$ cat src/rtl/riscv_config_pkg.sv
// Core-wide configuration defaults shared by the out-of-order backend.
package riscv_config_pkg;

  localparam int DEFAULT_NUM_DIV_UNITS = 2;
  localparam int DEFAULT_DIV_LATENCY   = 32;

endpackage

$ cat src/rtl/riscv_ooo_types_pkg.sv
// Shared out-of-order backend types: divider unit state and per-unit slot record.
package riscv_ooo_types_pkg;

  // Slot fields are sized for the largest supported latency and ROB tag.
  localparam int DIV_CNT_W = 16;
  localparam int DIV_TAG_W = 16;

  typedef enum logic [1:0] {
    IDLE = 2'd0,
    BUSY = 2'd1,
    DONE = 2'd2
  } div_unit_state_e;

  typedef struct packed {
    div_unit_state_e        state;
    logic [DIV_CNT_W-1:0]   cnt;
    logic [DIV_TAG_W-1:0]   tag;
  } div_slot_t;

  function automatic int clog2_min1(input int n);
    return (n > 1) ? $clog2(n) : 1;
  endfunction

endpackage

$ cat src/rtl/riscv_div_unit_slot.sv
// One divider unit's occupancy tracker: IDLE/BUSY/DONE FSM, latency counter and ROB tag.
module riscv_div_unit_slot
  import riscv_ooo_types_pkg::*;
#(
  parameter int ROB_IDX_W   = 5,
  parameter int DIV_LATENCY = 32
) (
  input  logic                 clk_i,
  input  logic                 rst_i,
  input  logic                 flush_i,
  input  logic                 grant_i,
  input  logic [ROB_IDX_W-1:0] grant_tag_i,
  input  logic                 wb_ack_i,
  output logic                 start_o,
  output div_unit_state_e      state_o,
  output logic [ROB_IDX_W-1:0] tag_o
);

  div_slot_t slot_q, slot_d;
  logic      start_q, start_d;

  always_comb begin
    slot_d  = slot_q;
    start_d = 1'b0;
    if (flush_i) begin
      slot_d.state = IDLE;
    end else begin
      case (slot_q.state)
        IDLE: if (grant_i) begin
          slot_d.state = BUSY;
          slot_d.cnt   = DIV_CNT_W'(DIV_LATENCY - 1);
          slot_d.tag   = DIV_TAG_W'(grant_tag_i);
          start_d      = 1'b1;
        end
        BUSY: begin
          // Counter reaches zero on the last BUSY cycle, giving DIV_LATENCY BUSY cycles.
          if (slot_q.cnt == '0) slot_d.state = DONE;
          else                  slot_d.cnt   = slot_q.cnt - DIV_CNT_W'(1);
        end
        DONE: if (wb_ack_i) slot_d.state = IDLE;
        default: slot_d.state = IDLE;
      endcase
    end
  end

  always_ff @(posedge clk_i or posedge rst_i) begin
    if (rst_i) begin
      slot_q  <= '{state: IDLE, cnt: '0, tag: '0};
      start_q <= 1'b0;
    end else begin
      slot_q  <= slot_d;
      start_q <= start_d;
    end
  end

  assign start_o = start_q;
  assign state_o = slot_q.state;
  assign tag_o   = ROB_IDX_W'(slot_q.tag);

endmodule

$ cat src/rtl/riscv_div_unit_scheduler.sv
// Shares NUM_DIV_UNITS non-pipelined dividers among NUM_REQ RS ports: round-robin
// grant onto IDLE units, fixed-latency occupancy, and one-at-a-time CDB writeback.
module riscv_div_unit_scheduler
  import riscv_config_pkg::*;
  import riscv_ooo_types_pkg::*;
#(
  parameter  int NUM_REQ       = 4,
  parameter  int NUM_DIV_UNITS = DEFAULT_NUM_DIV_UNITS,
  parameter  int DIV_LATENCY   = DEFAULT_DIV_LATENCY,
  parameter  int ROB_IDX_W     = 5,
  localparam int UNIT_W        = clog2_min1(NUM_DIV_UNITS),
  localparam int BCNT_W        = $clog2(NUM_DIV_UNITS + 1),
  localparam int RR_W          = clog2_min1(NUM_REQ)
) (
  input  logic                               clk_i,
  input  logic                               rst_i,
  input  logic                               flush_i,
  input  logic [NUM_REQ-1:0]                 req_valid_i,
  input  logic [NUM_REQ*ROB_IDX_W-1:0]       req_rob_idx_i,
  output logic [NUM_REQ-1:0]                 req_ready_o,
  output logic [NUM_DIV_UNITS-1:0]           unit_start_o,
  output logic [NUM_DIV_UNITS*ROB_IDX_W-1:0] unit_rob_idx_o,
  output logic                               wb_valid_o,
  output logic [ROB_IDX_W-1:0]               wb_rob_idx_o,
  output logic [UNIT_W-1:0]                  wb_unit_o,
  input  logic                               wb_ready_i,
  output logic [BCNT_W-1:0]                  busy_count_o
);

  logic [NUM_REQ-1:0][ROB_IDX_W-1:0]       req_tag;
  logic [NUM_DIV_UNITS-1:0][ROB_IDX_W-1:0] unit_tag, grant_tag;
  div_unit_state_e [NUM_DIV_UNITS-1:0]     unit_state;
  logic [NUM_DIV_UNITS-1:0]                unit_grant, wb_sel_oh, wb_ack;
  logic [NUM_DIV_UNITS-1:0]                arb_free;
  logic                                    arb_placed;
  logic [RR_W:0]                           arb_sum;
  logic [RR_W-1:0]                         arb_port;
  logic [RR_W-1:0]                         rr_ptr_q, rr_ptr_d;
  logic [NUM_REQ-1:0]                      req_ready;
  logic                                    wb_any;
  logic [UNIT_W-1:0]                       wb_unit;
  logic [ROB_IDX_W-1:0]                    wb_tag;
  logic [BCNT_W-1:0]                       busy_cnt;

  assign req_tag = req_rob_idx_i;

  // Requesters in rr order each take the lowest still-unclaimed unit that was IDLE
  // at the start of the cycle; a unit finishing wb this cycle is not yet IDLE.
  always_comb begin
    unit_grant = '0;
    grant_tag  = '0;
    req_ready  = '0;
    rr_ptr_d   = rr_ptr_q;
    arb_placed = 1'b0;
    arb_sum    = '0;
    arb_port   = '0;
    for (int u = 0; u < NUM_DIV_UNITS; u++) arb_free[u] = (unit_state[u] == IDLE);
    if (!rst_i && !flush_i) begin
      for (int i = 0; i < NUM_REQ; i++) begin
        arb_sum = {1'b0, rr_ptr_q} + (RR_W+1)'(i);
        if (arb_sum >= (RR_W+1)'(NUM_REQ)) arb_sum = arb_sum - (RR_W+1)'(NUM_REQ);
        arb_port   = arb_sum[RR_W-1:0];
        arb_placed = 1'b0;
        if (req_valid_i[arb_port]) begin
          for (int u = 0; u < NUM_DIV_UNITS; u++) begin
            if (!arb_placed && arb_free[u]) begin
              arb_placed    = 1'b1;
              arb_free[u]   = 1'b0;
              unit_grant[u] = 1'b1;
              grant_tag[u]  = req_tag[arb_port];
            end
          end
        end
        if (arb_placed) begin
          req_ready[arb_port] = 1'b1;
          rr_ptr_d = (arb_port == RR_W'(NUM_REQ - 1)) ? '0 : arb_port + RR_W'(1);
        end
      end
    end
  end

  always_ff @(posedge clk_i or posedge rst_i) begin
    if (rst_i) rr_ptr_q <= '0;
    else       rr_ptr_q <= rr_ptr_d;
  end

  for (genvar g = 0; g < NUM_DIV_UNITS; g++) begin : g_unit
    riscv_div_unit_slot #(
      .ROB_IDX_W   (ROB_IDX_W),
      .DIV_LATENCY (DIV_LATENCY)
    ) u_slot (
      .clk_i       (clk_i),
      .rst_i       (rst_i),
      .flush_i     (flush_i),
      .grant_i     (unit_grant[g]),
      .grant_tag_i (grant_tag[g]),
      .wb_ack_i    (wb_ack[g]),
      .start_o     (unit_start_o[g]),
      .state_o     (unit_state[g]),
      .tag_o       (unit_tag[g])
    );
  end

  // Lowest-index DONE unit owns the CDB; the others keep their result.
  always_comb begin
    wb_any    = 1'b0;
    wb_unit   = '0;
    wb_tag    = '0;
    wb_sel_oh = '0;
    busy_cnt  = '0;
    for (int u = 0; u < NUM_DIV_UNITS; u++) begin
      if (unit_state[u] != IDLE) busy_cnt = busy_cnt + BCNT_W'(1);
      if (!wb_any && unit_state[u] == DONE) begin
        wb_any       = 1'b1;
        wb_unit      = UNIT_W'(u);
        wb_tag       = unit_tag[u];
        wb_sel_oh[u] = 1'b1;
      end
    end
  end

  assign wb_valid_o     = wb_any & ~flush_i;
  assign wb_ack         = wb_sel_oh & {NUM_DIV_UNITS{wb_valid_o & wb_ready_i}};
  assign wb_rob_idx_o   = wb_tag;
  assign wb_unit_o      = wb_unit;
  assign busy_count_o   = busy_cnt;
  assign req_ready_o    = req_ready;
  assign unit_rob_idx_o = unit_tag;

endmodule

$ cat config.mk
export PLATFORM = sky130hd
export DESIGN_NAME = riscv_div_unit_scheduler
export DESIGN_NICKNAME = d
export VERILOG_FILES = /design/src/rtl/riscv_config_pkg.sv /design/src/rtl/riscv_ooo_types_pkg.sv /design/src/rtl/riscv_div_unit_slot.sv /design/src/rtl/riscv_div_unit_scheduler.sv
export SDC_FILE = /design/constraint.sdc
export NUM_CORES = 1
export LEC_CHECK = 0
export CAP_MARGIN = 40
export CORE_MARGIN = 2
export CORE_UTILIZATION = 45
export CTS_CLUSTER_SIZE = 28
export DETAILED_ROUTE_END_ITERATION = 7
export GPL_TIMING_DRIVEN = 1
export PLACE_DENSITY = 0.77
export SLEW_MARGIN = 10
export SYNTH_ARGS = -nofsm -noshare
export SYNTH_HDL_FRONTEND = slang
export SYNTH_HIERARCHICAL = 1
export SYNTH_SLANG_ARGS = --single-unit
export TNS_END_PERCENT = 30
$ cat constraint.sdc
create_clock -name clk_i -period 4 [get_ports clk_i]
set_input_delay 0.6 -clock clk_i [delete_from_list [all_inputs] [get_ports clk_i]]
set_output_delay 0.6 -clock clk_i [all_outputs]
set_load 0.03 [all_outputs]
-- After elaboration in Yosys (flattened, before gate mapping)
Index checks and enable logic that the tools add are counted.
- output and inout bits: 25
- register bits: 50
- word-level logic and storage cells: 226
- bitwise logic cells: 7
- add/subtract/negate cells: 14
- mux-type cells: 133
- eq/ne operators: 18
- reductions and logical operators: 33
- $lt $le $gt $ge: 12
- operators with widths (cell ; count):
    $mux 5 ; 14
    $mux 2 ; 34
    $mux 34 ; 2
    $pmux 16 s2 ; 2
    $mux 1 ; 52
    $mux 10 ; 5
    $bmux 5 s2 ; 4
    $logic_not 16->1 ; 2
    $mux 16 ; 2
    $mux 4 ; 8
    $sub 16x1->16 const B ; 2
    $eq 2x2->1 const B ; 6
    $lt 2x3->1 const B ; 4
    $ne 3x3->1 const B ; 4
    $or 4x4->4 ; 3
    $pmux 2 s3 ; 2
    $reduce_and 3->1 ; 4
    $add 2x1->2 const B ; 5
    $logic_and 1x1->1 ; 10
    $ge 3x3->1 const B ; 3
    $bmux 1 s2 ; 4
    $demux 1 s2 ; 4
    $ge 2x1->1 const B ; 4
    $ne 2x2->1 const B ; 4
    other kinds (15) ; 33

-- Longest topological paths before layout
- depth after elaboration: 39
- depth in mapped cells: 16

-- By module
Netlist, hierarchy kept.
- modules (own cells, without submodules) (module ; cells each ; sequential area each (um^2) ; area each (um^2) ; times used):
    riscv_div_unit_scheduler ; 216 ; 50.0 ; 1720.4 ; 1
    riscv_div_unit_slot at g_unit[0].u_slot ; 151 ; 600.6 ; 1361.3 ; 1
    riscv_div_unit_slot at g_unit[1].u_slot ; 140 ; 600.6 ; 1297.5 ; 1

-- Worst setup path after synthesis
No wires, ideal clock.
- kind: reg2out
- start: reg rr_ptr_q[1]
- end: out req_ready_o[3]
- slack: 0.402 ns
- arrival: 2.998 ns
- cell stages (with the launch flop): 11
- required time: 3.400 ns
- cells stage by stage: dfrtp_1 -> inv_1 -> clkbuf_1 -> ha_1 -> buf_2 -> mux4_2 -> a2111o_1 -> o211ai_2 -> and2_1 -> a222oi_1 -> a21oi_1
- word-level cells in the longest chain between the ends: 25
- elaborated cells between the ends (all ways): 92
- classes of those cells: 7 x add/sub; 12 x order compare; 60 x mux; 3 x bitwise; 10 x reduce/logical
- ends and longest elaborated chain (item ; RTL line ; RTL):
    start, declared ; riscv_div_unit_scheduler.sv:38 ; logic [RR_W-1:0] rr_ptr_q, rr_ptr_d;
    start signal, assigned ; riscv_div_unit_scheduler.sv:84 ; else rr_ptr_q <= rr_ptr_d;
    $ge 2x3->1 / $sub 2x1->2 (equally long branches) ; riscv_div_unit_scheduler.sv:61 ; if (arb_sum >= (RR_W+1)'(NUM_REQ)) arb_sum = arb_sum - (RR_W+1)'(NUM_REQ);
    $mux 2 ; riscv_div_unit_scheduler.sv:61 ;
    $mux 2 ; riscv_div_unit_scheduler.sv:58 ; if (!rst_i && !flush_i) begin
    $bmux 1 s2 ; riscv_div_unit_scheduler.sv:64 ; if (req_valid_i[arb_port]) begin
    $mux 1 (not written as such) ; riscv_div_unit_scheduler.sv:64 ;
    $mux 2 ; riscv_div_unit_scheduler.sv:64 ;
    $mux 2 ; riscv_div_unit_scheduler.sv:58 ;
    $mux 1 ; riscv_div_unit_scheduler.sv:66 ; if (!arb_placed && arb_free[u]) begin
    [... 9 more ...] ; n/a ;
    $mux 2 ; riscv_div_unit_scheduler.sv:64 ;
    $mux 2 ; riscv_div_unit_scheduler.sv:58 ;
    $logic_and 1x1->1 ; riscv_div_unit_scheduler.sv:66 ;
    $mux 1 ; riscv_div_unit_scheduler.sv:66 ;
    $mux 1 ; riscv_div_unit_scheduler.sv:64 ;
    $mux 1 ; riscv_div_unit_scheduler.sv:58 ;
    $mux 4 (*) ; riscv_div_unit_scheduler.sv:74 ; if (arb_placed) begin
    $mux 4 (*) ; riscv_div_unit_scheduler.sv:58 ;
    end, declared ; riscv_div_unit_scheduler.sv:20 ; output logic [NUM_REQ-1:0] req_ready_o,
Every way passes the cells marked *; elsewhere a longest branch is shown, timed or not. The select of a mux whose other input is x is not followed.

-- Worst setup path in the final report
- start: in req_valid_i[3]
- end: out req_ready_o[1]
- word-level cells in the longest chain between the ends: 22
- elaborated cells between the ends (all ways): 53
- classes of those cells: 44 x mux; 3 x bitwise; 6 x reduce/logical
- ends and longest elaborated chain (item ; RTL line ; RTL):
    start, declared ; riscv_div_unit_scheduler.sv:18 ; input logic [NUM_REQ-1:0] req_valid_i,
    $bmux 1 s2 ; riscv_div_unit_scheduler.sv:64 ;
    $mux 1 (not written as such) ; riscv_div_unit_scheduler.sv:64 ;
    $mux 2 ; riscv_div_unit_scheduler.sv:64 ;
    $mux 2 ; riscv_div_unit_scheduler.sv:58 ;
    $mux 1 ; riscv_div_unit_scheduler.sv:66 ;
    $mux 1 ; riscv_div_unit_scheduler.sv:64 ;
    $mux 1 ; riscv_div_unit_scheduler.sv:58 ;
    $logic_not 1->1 ; riscv_div_unit_scheduler.sv:66 ;
    [... 6 more ...] ; n/a ;
    $mux 2 ; riscv_div_unit_scheduler.sv:64 ;
    $mux 2 ; riscv_div_unit_scheduler.sv:58 ;
    $logic_and 1x1->1 ; riscv_div_unit_scheduler.sv:66 ;
    $mux 1 ; riscv_div_unit_scheduler.sv:66 ;
    $mux 1 ; riscv_div_unit_scheduler.sv:64 ;
    $mux 1 ; riscv_div_unit_scheduler.sv:58 ;
    $mux 4 (*) ; riscv_div_unit_scheduler.sv:74 ;
    $mux 4 (*) ; riscv_div_unit_scheduler.sv:58 ;
Marks and branches as above.

==> impl_metrics.yaml <==
pwr:
  p_per_area_nw_per_um2: 638
  switchingPower_mw: 1.54
  ir_drop_uv: 565
  leakagePower_nw: 2.24
  finalPower_mw: 3.25
  p_int_mw: 1.71
  switching_share_pct: 47.3
  p_comb_share_pct: 67.1
  clkPwrFrac_pct: 9.4
  seqPwrFrac_pct: 23.5
layout:
  mostFrequentLayoutCell: "nand2_1"
  layout.nets: 585
  finalInstanceArea_um2: 5090
  final_cell_mix: "nand2_1, dfrtp_1, clkdlybuf4s50_1"
  diodes: 0
  drive_above_1_share_pct: 13.2
  syn_to_final_growth_pct: 16.3
  fillCellCount: 878
clock_network:
  cts_root_buf: "clkbuf_8"
  cts_buffers: 5
  cts_hold_repair.buffers: 0
  cts.repair.resized: 0
  clockBufferDepth: 2
  clkSinkCount: 50
  path_clk_slew_ns: 0.09
  htreeDepth: 2
  tritoncts: "done"
  clock_latency_ns: 0.30
  post_cts_buffers: 0
detailed_routing:
  drt_first_iter_violations: 279
  drtAntennaViolNets: 0
  viasPerCell: 6.10
  drt-met1-wl_um: 4560
  met2_length_um: 5480
  top_layer_used: "met4"
  met3_length_um: 451
  wl_um: 10700
  dr.pass1.iters: 5
  vias: 4139
  drc: 0
  wl_per_cell_um: 15.8
timing:
  relSlewSlack_pct: 55.7
  fin_ws_ns: 0.293
  post-route-min-period_ns: 3.71
  rsz0062_at_grt: "false"
  final_max_slew_viol_count: 0
  worst_pin_slew_ns: 0.660
  period_share_pct: 92.7
  final-hold-violation-count: 0
  setup_violations: 0
  fin_tns_setup_ns: 0
  timing.fmax_mhz: 270
  timing.hold.ws_ns: 0.515
  fin_skew_ns: 0.00682
yosys:
  synth_nets: 548
  async_reset_ff_share_pct: 100
  synth-edff-count: 0
  yosysUniqueCellTypes: 72
  synth_seq_area_share_pct: 28.6
  syn_avg_cell_area_um2: 8.64
  ys.flop_type: "dfrtp_1"
  ys_seq_elements: 50
  synthCells: 507
  syn_area_um2: 4380
  ys_warn_count: 6
placed_design:
  gp_congestion: 0.917
  hpwlAfterDp_um: 8220
  dpl-instance-area_um2: 5000
  port_buffers: 52
  pre_cts_slack_ns: 0.330
min_path:
  holdCritStartpoint: "g_unit[0].u_slot/slot_q[21]$_DFFE_PP0P_"
  whs_path_depth: 1
  holdPathEnd: "g_unit[0].u_slot/slot_q[21]$_DFFE_PP0P_"
  hp-class: "register to register"
die:
  start_util_pct: 45.6
  io_pins: 53
  die_w_um: 103
  die_area_um2: 10500
  core_um2: 9590
  die_h_um: 103
  placementRows: 36
critical_path:
  cp_max_fo: 14
  cp.arrival_ns: 3.11
  r2r-start: "rr_ptr_q[1]$_DFFE_PP0P_"
  crit_required_ns: 3.40
  critPathKind: "input port to output pin"
  regToRegEndpoint: "g_unit[0].u_slot/slot_q[17]$_DFFE_PP0P_"
  r2r_slack_ns: 0.58
  startpoint_type: "input port"
  worstSetupEndpointType: "output pin"
  reg2regPathDepth: 12
global_route:
  overflow: 0
  track_usage_pct: 20.6
  grt_max_degree: 32
  antenna_found_initial: 0
  grt_pass1_vias: 3778
  grt_pass1_wl_um: 17700
outcome:
  status: "finished clean"
flow_run:
  maxCapViolations: 0
## power groups by stage
| stage | Combinational, mW | Sequential [mW] | Clock [mW] |
|---|---|---|---|
| floorplan | 1.72 | 0.734 | 0 |
| global placement | 2.09 | 0.763 | 0 |
| detailed placement | 2.15 | 0.769 | 0 |
| CTS | 2.16 | 0.760 | 0.309 |
| global route | 2.38 | 0.783 | 0.331 |
| finish | 2.18 | 0.763 | 0.307 |
## synthesized netlist by cell type, drive strengths merged (9+ instances only)
cell | n | share of area, %
a222oi | 9 | 2.1
nand2 | 77 | 6.6
o21ai | 16 | 1.8
clkbuf | 13 | 1.1
ha | 13 | 3.7
nor4 | 9 | 1.4
buf | 24 | 3.6
mux2i | 32 | 7.3
mux4 | 15 | 7.7
nor3 | 18 | 2.2
a21oi | 30 | 3.5
nand2b | 13 | 1.9
inv | 19 | 1.6
nor2 | 35 | 3.0
dfrtp | 50 | 29
o22ai | 12 | 1.7
## critical path: stages
cell and delay [ns]:
clkdlybuf4s50_1 0.53, mux4_2 0.67, a2111o_1 0.44, o211ai_2 0.10
and2_1 0.27, a222oi_1 0.15, a21oi_1 0.18, buf_4 0.18
## worst max-delay path by stage
stage                                 start             end  slack [ns]  depth (start not counted)
global placement             req_valid_i[3]  req_ready_o[0]        0.41                          8
CTS                          req_valid_i[3]  req_ready_o[1]        0.32                          8
floorplan           rr_ptr_q[1]$_DFFE_PP0P_  req_ready_o[3]        0.40                         10
global route                 req_valid_i[3]  req_ready_o[1]        0.19                          8
detailed placement           req_valid_i[3]  req_ready_o[1]        0.33                          8
finish                       req_valid_i[3]  req_ready_o[1]        0.29                          8
## through the flow
stage               utilization, %  cells
finish                        53.1    678
global placement              51.6    668
detailed placement            52.1    670
floorplan                        -    507
CTS                           53.1    678
global route                  53.1    678
## area by class of cell
cell class | count | area, um2 | area share [%]
Tap cell | 133 | 166 | 3.27
Multi-Input combinational cell | 401 | 2850 | 55.9
Clock inverter | 1 | 5.00 | 0.0983
Sequential cell | 50 | 1250 | 24.6
Inverter | 19 | 71.3 | 1.40
Timing Repair Buffer | 67 | 663 | 13.0
Clock buffer | 7 | 86.3 | 1.70
## state kept, by name, indices dropped and copies added (netlist names)
signal and cells:
g_unit.u_slot/slot_q 32, g_unit.u_slot/start_o 2, g_unit.u_slot/state_o 4, g_unit.u_slot/tag_o 10, rr_ptr_q 2
## kinds of logic (layout without fill, tap and decap cells)
family | after synthesis | after routing | share of synthesized area, %
fa+ha+maj | 13 | 13 | 3.71
xor+xnor | 1 | 1 | 0.200
mux | 54 | 54 | 16.9
compound gates | 115 | 115 | 18.6
simple gates | 218 | 218 | 25.7
flops | 50 | 50 | 28.6
buf+inv | 56 | 94 | 6.37
## metal layers
layer / up-vias / global-route usage (%)
met1: 2025 / 26.9
met2: 128 / 35.6
li1: 1968 / -
met3: 18 / 2.31
met4: 0 / 7.08
met5: - / 0
No activity file was read; power rests on OpenSTA's default activity.
